<file path="src/rtl/rvvi_frame_receiver.sv">
// RVVI trace link receiver: filters and sequences MAC RX frames, returns cumulative ack frames.
// Optional statistics counters are built only when RVVI_RX_STATS_EN is defined.
//
// state | meaning
// SYNC  | discard beats until the first end-of-frame after reset
// RECV  | collecting beats of a candidate trace frame
// DROP  | frame already rejected, swallow beats until its last one
// IDLE  | no ack in flight (TX)
// SEND  | streaming the 6-beat ack frame (TX)
module rvvi_frame_receiver #(
  parameter int XLEN              = 64,
  parameter int MAX_CSRS          = 5,
  parameter int RVVI_WIDTH        = 128 + 4*XLEN + MAX_CSRS*(XLEN+16),
  parameter int FRAME_COUNT_WIDTH = 64
) (
  input  logic                         clk,
  input  logic                         reset,
  input  logic [31:0]                  RxAxiData,
  input  logic [3:0]                   RxAxiKeep,
  input  logic                         RxAxiValid,
  input  logic                         RxAxiLast,
  output logic [31:0]                  TxAxiData,
  output logic [3:0]                   TxAxiKeep,
  output logic                         TxAxiValid,
  output logic                         TxAxiLast,
  input  logic                         TxAxiReady,
  input  logic [47:0]                  OwnMac,
  input  logic [47:0]                  PeerMac,
  input  logic [15:0]                  EthType,
  input  logic [15:0]                  AckType,
  output logic                         RvviValid,
  output logic [RVVI_WIDTH-1:0]        Rvvi,
  output logic [FRAME_COUNT_WIDTH-1:0] RvviFrameCount,
  output logic                         SeqError,
  output logic                         DropPulse,
  output logic [31:0]                  StatGood,
  output logic [31:0]                  StatDrop,
  output logic [31:0]                  StatDup
);
  localparam int FRAME_WORDS = (192 + RVVI_WIDTH + 31) / 32;
  localparam int BUF_W       = (FRAME_WORDS - 1) * 32;
  localparam int BEAT_W      = $clog2(FRAME_WORDS);
  localparam logic [BEAT_W-1:0] LAST_BEAT = BEAT_W'(FRAME_WORDS - 1);

  typedef enum logic [1:0] {SYNC, RECV, DROP} rxState_t;
  typedef enum logic {IDLE, SEND} txState_t;

  rxState_t rxState, rxNext;
  txState_t txState, txNext;

  logic [BEAT_W-1:0]            beatsLeft;
  logic [BUF_W-1:0]             rxBuf;
  logic [BUF_W+31:0]            frameFull;
  logic [FRAME_COUNT_WIDTH-1:0] frameCount, expected;
  logic                         rxShift, frameEnd, dropNow, headerOk;
  logic                         isNew, isDup, ackReq;
  logic                         ackPending;
  logic [FRAME_COUNT_WIDTH-1:0] ackPendCount, ackCount;
  logic [63:0]                  ackCount64;
  logic [2:0]                   txBeat;
  logic                         unusedBits;

  // Non-last beats shift in from the top, so beat k ends up at [32k+:32] once the last beat arrives.
  assign frameFull  = {RxAxiData, rxBuf};
  assign frameCount = frameFull[128 +: FRAME_COUNT_WIDTH];
  assign headerOk   = (frameFull[47:0] == OwnMac) && (frameFull[111:96] == EthType);
  assign isNew      = frameEnd && headerOk && (frameCount == expected);
  assign isDup      = frameEnd && headerOk && (frameCount < expected);
  assign ackReq     = isNew || isDup;
  assign unusedBits = ^{frameFull[127:112], frameFull[BUF_W+31:192+RVVI_WIDTH]};

  always_ff @(posedge clk or posedge reset) begin
    if (reset) rxState <= SYNC;
    else       rxState <= rxNext;
  end

  always_comb begin
    rxNext = rxState;
    case (rxState)
      SYNC: if (RxAxiValid && RxAxiLast) rxNext = RECV;
      RECV: if (RxAxiValid && !RxAxiLast && (RxAxiKeep != 4'hF || beatsLeft == '0)) rxNext = DROP;
      DROP: if (RxAxiValid && RxAxiLast) rxNext = RECV;
      default: rxNext = SYNC;
    endcase
  end

  always_comb begin
    rxShift  = 1'b0;
    frameEnd = 1'b0;
    dropNow  = 1'b0;
    case (rxState)
      RECV: if (RxAxiValid) begin
        if (!RxAxiLast)             rxShift  = 1'b1;
        else if (beatsLeft == '0)   frameEnd = 1'b1;
        else                        dropNow  = 1'b1;
      end
      DROP: dropNow = RxAxiValid && RxAxiLast;
      default: ;
    endcase
  end

  always_ff @(posedge clk or posedge reset) begin
    if (reset) begin
      beatsLeft <= LAST_BEAT;
      rxBuf     <= '0;
    end else begin
      if (rxState != RECV || rxNext != RECV || (RxAxiValid && RxAxiLast)) beatsLeft <= LAST_BEAT;
      else if (RxAxiValid)                                              beatsLeft <= beatsLeft - 1'b1;
      if (rxShift) rxBuf <= {RxAxiData, rxBuf[BUF_W-1:32]};
    end
  end

  always_ff @(posedge clk or posedge reset) begin
    if (reset) begin
      RvviValid      <= 1'b0;
      SeqError       <= 1'b0;
      DropPulse      <= 1'b0;
      Rvvi           <= '0;
      RvviFrameCount <= '0;
      expected       <= '0;
    end else begin
      RvviValid <= isNew;
      SeqError  <= frameEnd && headerOk && (frameCount > expected);
      DropPulse <= dropNow || (frameEnd && !headerOk);
      if (isNew) begin
        Rvvi           <= frameFull[192 +: RVVI_WIDTH];
        RvviFrameCount <= frameCount;
        expected       <= expected + 1'b1;
      end
    end
  end

  // Single pending slot; a newer request overwrites it because acks are cumulative.
  always_ff @(posedge clk or posedge reset) begin
    if (reset) begin
      ackPending   <= 1'b0;
      ackPendCount <= '0;
    end else if (ackReq) begin
      ackPending   <= 1'b1;
      ackPendCount <= frameCount;
    end else if (txState == IDLE) begin
      ackPending   <= 1'b0;
    end
  end

  always_ff @(posedge clk or posedge reset) begin
    if (reset) begin
      txState  <= IDLE;
      txBeat   <= '0;
      ackCount <= '0;
    end else begin
      txState <= txNext;
      if (txState == IDLE && txNext == SEND) begin
        txBeat   <= '0;
        ackCount <= ackPendCount;
      end else if (txState == SEND && TxAxiReady) begin
        txBeat <= txBeat + 1'b1;
      end
    end
  end

  always_comb begin
    txNext = txState;
    case (txState)
      IDLE: if (ackPending) txNext = SEND;
      SEND: if (TxAxiReady && txBeat == 3'd5) txNext = IDLE;
      default: txNext = IDLE;
    endcase
  end

  assign ackCount64 = 64'(ackCount);

  always_comb begin
    TxAxiKeep  = 4'hF;
    TxAxiValid = (txState == SEND);
    TxAxiLast  = (txState == SEND) && (txBeat == 3'd5);
    TxAxiData  = '0;
    if (txState == SEND) begin
      case (txBeat)
        3'd0:    TxAxiData = PeerMac[31:0];
        3'd1:    TxAxiData = {OwnMac[15:0], PeerMac[47:32]};
        3'd2:    TxAxiData = OwnMac[47:16];
        3'd3:    TxAxiData = {AckType, EthType};
        3'd4:    TxAxiData = ackCount64[31:0];
        3'd5:    TxAxiData = ackCount64[63:32];
        default: TxAxiData = '0;
      endcase
    end
  end

`ifdef RVVI_RX_STATS_EN
  always_ff @(posedge clk or posedge reset) begin
    if (reset) begin
      StatGood <= '0;
      StatDrop <= '0;
      StatDup  <= '0;
    end else begin
      if (isNew && StatGood != 32'hFFFF_FFFF) StatGood <= StatGood + 32'd1;
      if ((dropNow || (frameEnd && !headerOk)) && StatDrop != 32'hFFFF_FFFF) StatDrop <= StatDrop + 32'd1;
      if (isDup && StatDup != 32'hFFFF_FFFF) StatDup <= StatDup + 32'd1;
    end
  end
`else
  assign StatGood = '0;
  assign StatDrop = '0;
  assign StatDup  = '0;
`endif
endmodule
</file>
<file path="config.mk">
export PLATFORM = sky130hd
export DESIGN_NAME = rvvi_frame_receiver
export DESIGN_NICKNAME = d
export VERILOG_FILES = /design/src/rtl/rvvi_frame_receiver.sv
export SDC_FILE = /design/constraint.sdc
export NUM_CORES = 2
export LEC_CHECK = 0
export CAP_MARGIN = 25
export CORE_AREA = 10 10 444 446
export CTS_CLUSTER_DIAMETER = 200
export CTS_CLUSTER_SIZE = 24
export DETAILED_ROUTE_END_ITERATION = 10
export DIE_AREA = 0 0 454 456
export PLACE_DENSITY = 0.71
export SETUP_SLACK_MARGIN = 0.3
export SLEW_MARGIN = 20
export SYNTH_ARGS = -nofsm -noshare
export SYNTH_HDL_FRONTEND = slang
export SYNTH_SLANG_ARGS = --single-unit
</file>
<file path="constraint.sdc">
create_clock -name clk -period 95.1 [get_ports clk]
set_input_delay 23.775 -clock clk [delete_from_list [all_inputs] [get_ports clk]]
set_output_delay 23.775 -clock clk [all_outputs]
set_load 0.02 [all_outputs]
</file>
; ---- Word level (Yosys, flattened, before mapping)
; Cells that the tools add are included.
[totals]
in_bits = 169
word_cells = 85
out_inout_bits = 985
regBits = 2015
[op_classes]
order_cmp = 2
n_mux = 25
add_sub_neg = 3
bitwise_logic = 1
n_reduce_logical = 26
eq_ne = 14
[ops]
columns = operator, count
row1 = case mux 32 bit (6 select lines), 1
row2 = "adder 64 x 1 -> 64 bit, second input constant", 1
row3 = equality test 64 bit, 1
row4 = > comparator 64 bit, 1
row5 = < comparator 64 bit, 1
row6 = equality test 48 bit, 1
row7 = two-way mux 32 bit, 1
row8 = equality test 16 bit, 1
row9 = two-way mux 1 bit, 14
row10 = logical AND 1 bit, 13
row11 = two-way mux 5 bit, 2
row12 = "equality test 3 x 2 -> 1 bit, second input constant", 2
row13 = "equality test 3 bit, second input constant", 2
row14 = two-way mux 3 bit, 2
row15 = "!= test 2 x 1 -> 1 bit, second input constant", 3
row16 = zero test 5 bit, 1
row17 = logical OR 1 bit, 5
row18 = "subtractor 5 x 1 -> 5 bit, second input constant", 1
row19 = two-way mux 2 bit, 2
row20 = "!= test 4 bit, second input constant", 1
row21 = case mux 1 bit (2 select lines), 2
row22 = case mux 2 bit (2 select lines), 1
row23 = nonzero test 2 bit, 2
row24 = "adder 3 x 1 -> 3 bit, second input constant", 1
row25 = other kinds (8), 9

; ---- Depth between registers and ports, before layout
[logic_depth]
ltp_word = 9
ltp_mapped = 12
mapped_depth_nobuf = 9

; ---- Worst setup path before layout
; Ideal clock, no wire load.
[synth_timing]
path_type = input to output
startpoint = input port OwnMac[15]
endpoint = output port TxAxiData[31]
arrival_ns = 24.422
slack_ns = 46.903
required_ns = 71.325
stages = 3
cell_sequence = mux2_2 a222oi_1 a21oi_1
[synth_between]
elab_chain_len = 2
[synth_rtl]
columns = element, line_no
row1 = "start, declared", 27  ; input logic [47:0] OwnMac,
row2 = case mux 32 bit (6 select lines), 179  ; case (txBeat)
row3 = two-way mux 32 bit, 178  ; if (txState == SEND) begin
row4 = "end, declared", 22  ; output logic [31:0] TxAxiData,
; No other way between the ends.

; ---- Worst setup path after layout
[layout_timing]
startpoint = input port PeerMac[42]
endpoint = output port TxAxiData[10]
[layout_between]
elab_chain_len = 2
[layout_rtl]
columns = element, line_no
row1 = "start, declared", 28  ; input logic [47:0] PeerMac,
row2 = case mux 32 bit (6 select lines), 179
row3 = two-way mux 32 bit, 178
; No other way between the ends.

==> run metrics <==
outcome completed; Die Wd 454 µm; CP Max Fanout 1; placed insts 10400; Setup-failing EPs final 0; R2R Setup Slk 89.38 ns; Detailed Routing Iterations Pass 1 6; Post-synth ARST share 100%; leak pwr 48.5 nW; Initial Utilization 43.3%; top cells by area, synth dfrtp_1, mux2_2, nand2_1; Seq/Total Area, Yosys 62.1%; first-pass GRT wire length 384000 µm; setup bufs post-CTS 0; Port Buffer Count 1053; Yosys warnings 0; vias per cell 5.29; die footprint 0.207 mm²; H-tree depth 3; hold_buf cts 0; Syn Area/Cell 11.4 µm²; RSZ-0062 raised after global routing no; CP arrival 25.93 ns; EDFF count, synth 0; nature of the critical path startpoint primary input; Worst Path Required 71.32 ns; Max IR drop VDD 0.0000264 V; GR Overflow Total 0; vias in the first global route 55700; CP Class in -> out; Post-DRT Antenna Nets 0; clock latency on the worst-skew pair 0.79 ns; skew final 0.0459 ns; crit path capture type output port; I/O pin total 1154; DRC 0; hold path endpoint Rvvi[459]; hpwl dp 190000 µm; WL final 262000 µm; CTS Sinks 2015; largest net degree at the start of global routing 200; Clk pin slew, worst setup/hold paths 0.09 ns; Register-to-Register Path Depth 11; cell area after synthesis 0.0812 mm²; worst slew pin tran 1.16 ns; Iteration-0 DRC Markers 5015; f_max 20.1 MHz; PostCTS Resize Cnt 0; synthesis-stage register bit count 2015; CTS Root Cell clkbuf_16; CTS Buf Count 93; worst min-delay path class reg -> reg; reg2reg start rxBuf[161]; top-count cell post-synth nand2_1; pre-CTS setup slack 45.46 ns; site row count 159; Synth area leader dfrtp_1; Vias 55400; Final min period 49.71 ns; Hold Crit Depth 2; non-filler instance count after layout 10500; design area 0.0963 mm²; Max clock buf depth 3; Final Max Slew Viols 0; Yosys cell types 60; layout cells sized above 1 15.9%; post-synthesis to final-layout area growth 18.6%; headroom to the max-slew limit 22.6%; hold path startpoint Rvvi[459]; Max Cap Viol 0; power per cell area 17.2 mW/mm²; Die Y 456 µm; share of the synthesized area in the top cell type 62.0%; GRT Total Usage 24.5%; Nets 8207; Placement Cell Area 0.0937 mm²; GP Congestion 0.892; Post-synth top cells nand2_1, dfrtp_1, mux2_2, clkbuf_1, inv_1; reg2reg end Rvvi[349]; Cells after Synth 7142; Setup TNS 0 ns; initial antenna violation count 11; period utilization 52.3%; Final Worst Setup Slack 45.39 ns; prevailing post-synth register cell dfrtp_1; Core ar. 0.188 mm²; WL/cell 25.0 µm; CTS tree done; Final Hold Fails 0
## through the flow
| step | power (mW) | util [%] | hold slack, ns |
|---|---|---|---|
| after floorplan | 1.12 | - | 0.445 |
| after CTS | 1.67 | 51.3 | 0.475 |
| after global routing | 1.72 | 51.3 | 0.495 |
| after global placement | 1.21 | 49.9 | 0.448 |
| after detailed placement | 1.22 | 49.9 | 0.454 |
| final | 1.66 | 51.3 | 0.470 |
## worst max-delay path, stage by stage
cell,delay [ns]
clkdlybuf4s50_1,0.40
mux2_2,0.27
a222oi_1,0.74
a21oi_1,0.16
clkdlybuf4s50_1,0.59
## how the worst max path moves through the flow
| stage | from | end | slack, ns | cells past startpoint |
|---|---|---|---|---|
| 6_report | PeerMac[42] | TxAxiData[10] | 45.39 | 5 |
| 3_5_place_dp | OwnMac[14] | TxAxiData[30] | 45.46 | 5 |
| 5_1_grt | OwnMac[14] | TxAxiData[30] | 45.37 | 5 |
| 2_1_floorplan | reset | DropPulse | 14.42 | 1 |
| 4_1_cts | OwnMac[14] | TxAxiData[30] | 45.45 | 5 |
| 3_3_place_gp | OwnMac[14] | TxAxiData[30] | 45.45 | 5 |
## state kept, by name (all words and copies together), names as in the netlist
signal / flops
DropPulse: 1
Rvvi: 784
RvviFrameCount: 64
RvviValid: 1
SeqError: 1
TxAxiValid: 1
ackCount: 64
ackPendCount: 64
ackPending: 1
beatsLeft: 5
expected: 64
rxBuf: 960
rxState: 2
txBeat: 3
## cell usage in the layout, fill, tap and decap left out, types with 14 or more instances in the layout
cell type	count
a31oi_1	84
conb_1	100
nor3_1	20
a22oi_1	53
o21ai_0	18
o311ai_0	14
o311ai_1	40
inv_1	137
clkdlybuf4s50_1	1053
dfrtp_1	2011
ha_1	76
clkbuf_16	95
nand2_1	2607
mux2_2	1054
nand4_1	118
nor4_1	14
a21oi_1	106
buf_4	54
nand3_1	33
xnor2_1	130
## area by class of cell
class / count / area [µm²]
fillers: 16500 / 91300
diodes: 5 / 12.5
clock buffers: 107 / 2420
repair buffers: 1129 / 11400
clock inverters: 5 / 95.1
well taps: 2495 / 3120
flip-flops and latches: 2015 / 50400
inverters: 138 / 526
multi-input cells: 4585 / 28300
## per-layer routing
layer / global-route usage, % / vias up / share of wire [%]
met4: 10.2 / 4 / 4.7
met2: 41.7 / 1509 / 50
met5: 0 / - / 0.010
met3: 4.56 / 365 / 6.0
met1: 30.6 / 28700 / 39
li1: - / 24900 / -
## power breakdown
| part | switching [mW] | internal (mW) | total [mW] | leakage [nW] |
|---|---|---|---|---|
| clock | 0.272 | 0.183 | 0.454 | 1.23 |
| sequential | 0.0567 | 0.912 | 0.968 | 27.3 |
| combinational | 0.126 | 0.108 | 0.235 | 20.0 |
| total | 0.455 | 1.20 | 1.66 | 48.5 |
## cell families after synthesis
logic type	count (synthesis)	synth area share (%)
xor+xnor	131	1.41
mux	1055	14.6
simple gates	2866	14.1
compound gates	357	3.03
buf+inv	640	3.61
fa+ha+maj	76	1.17
other cells	2	0.00925
flops	2015	62.1
Power figures use the tool's default switching activity.
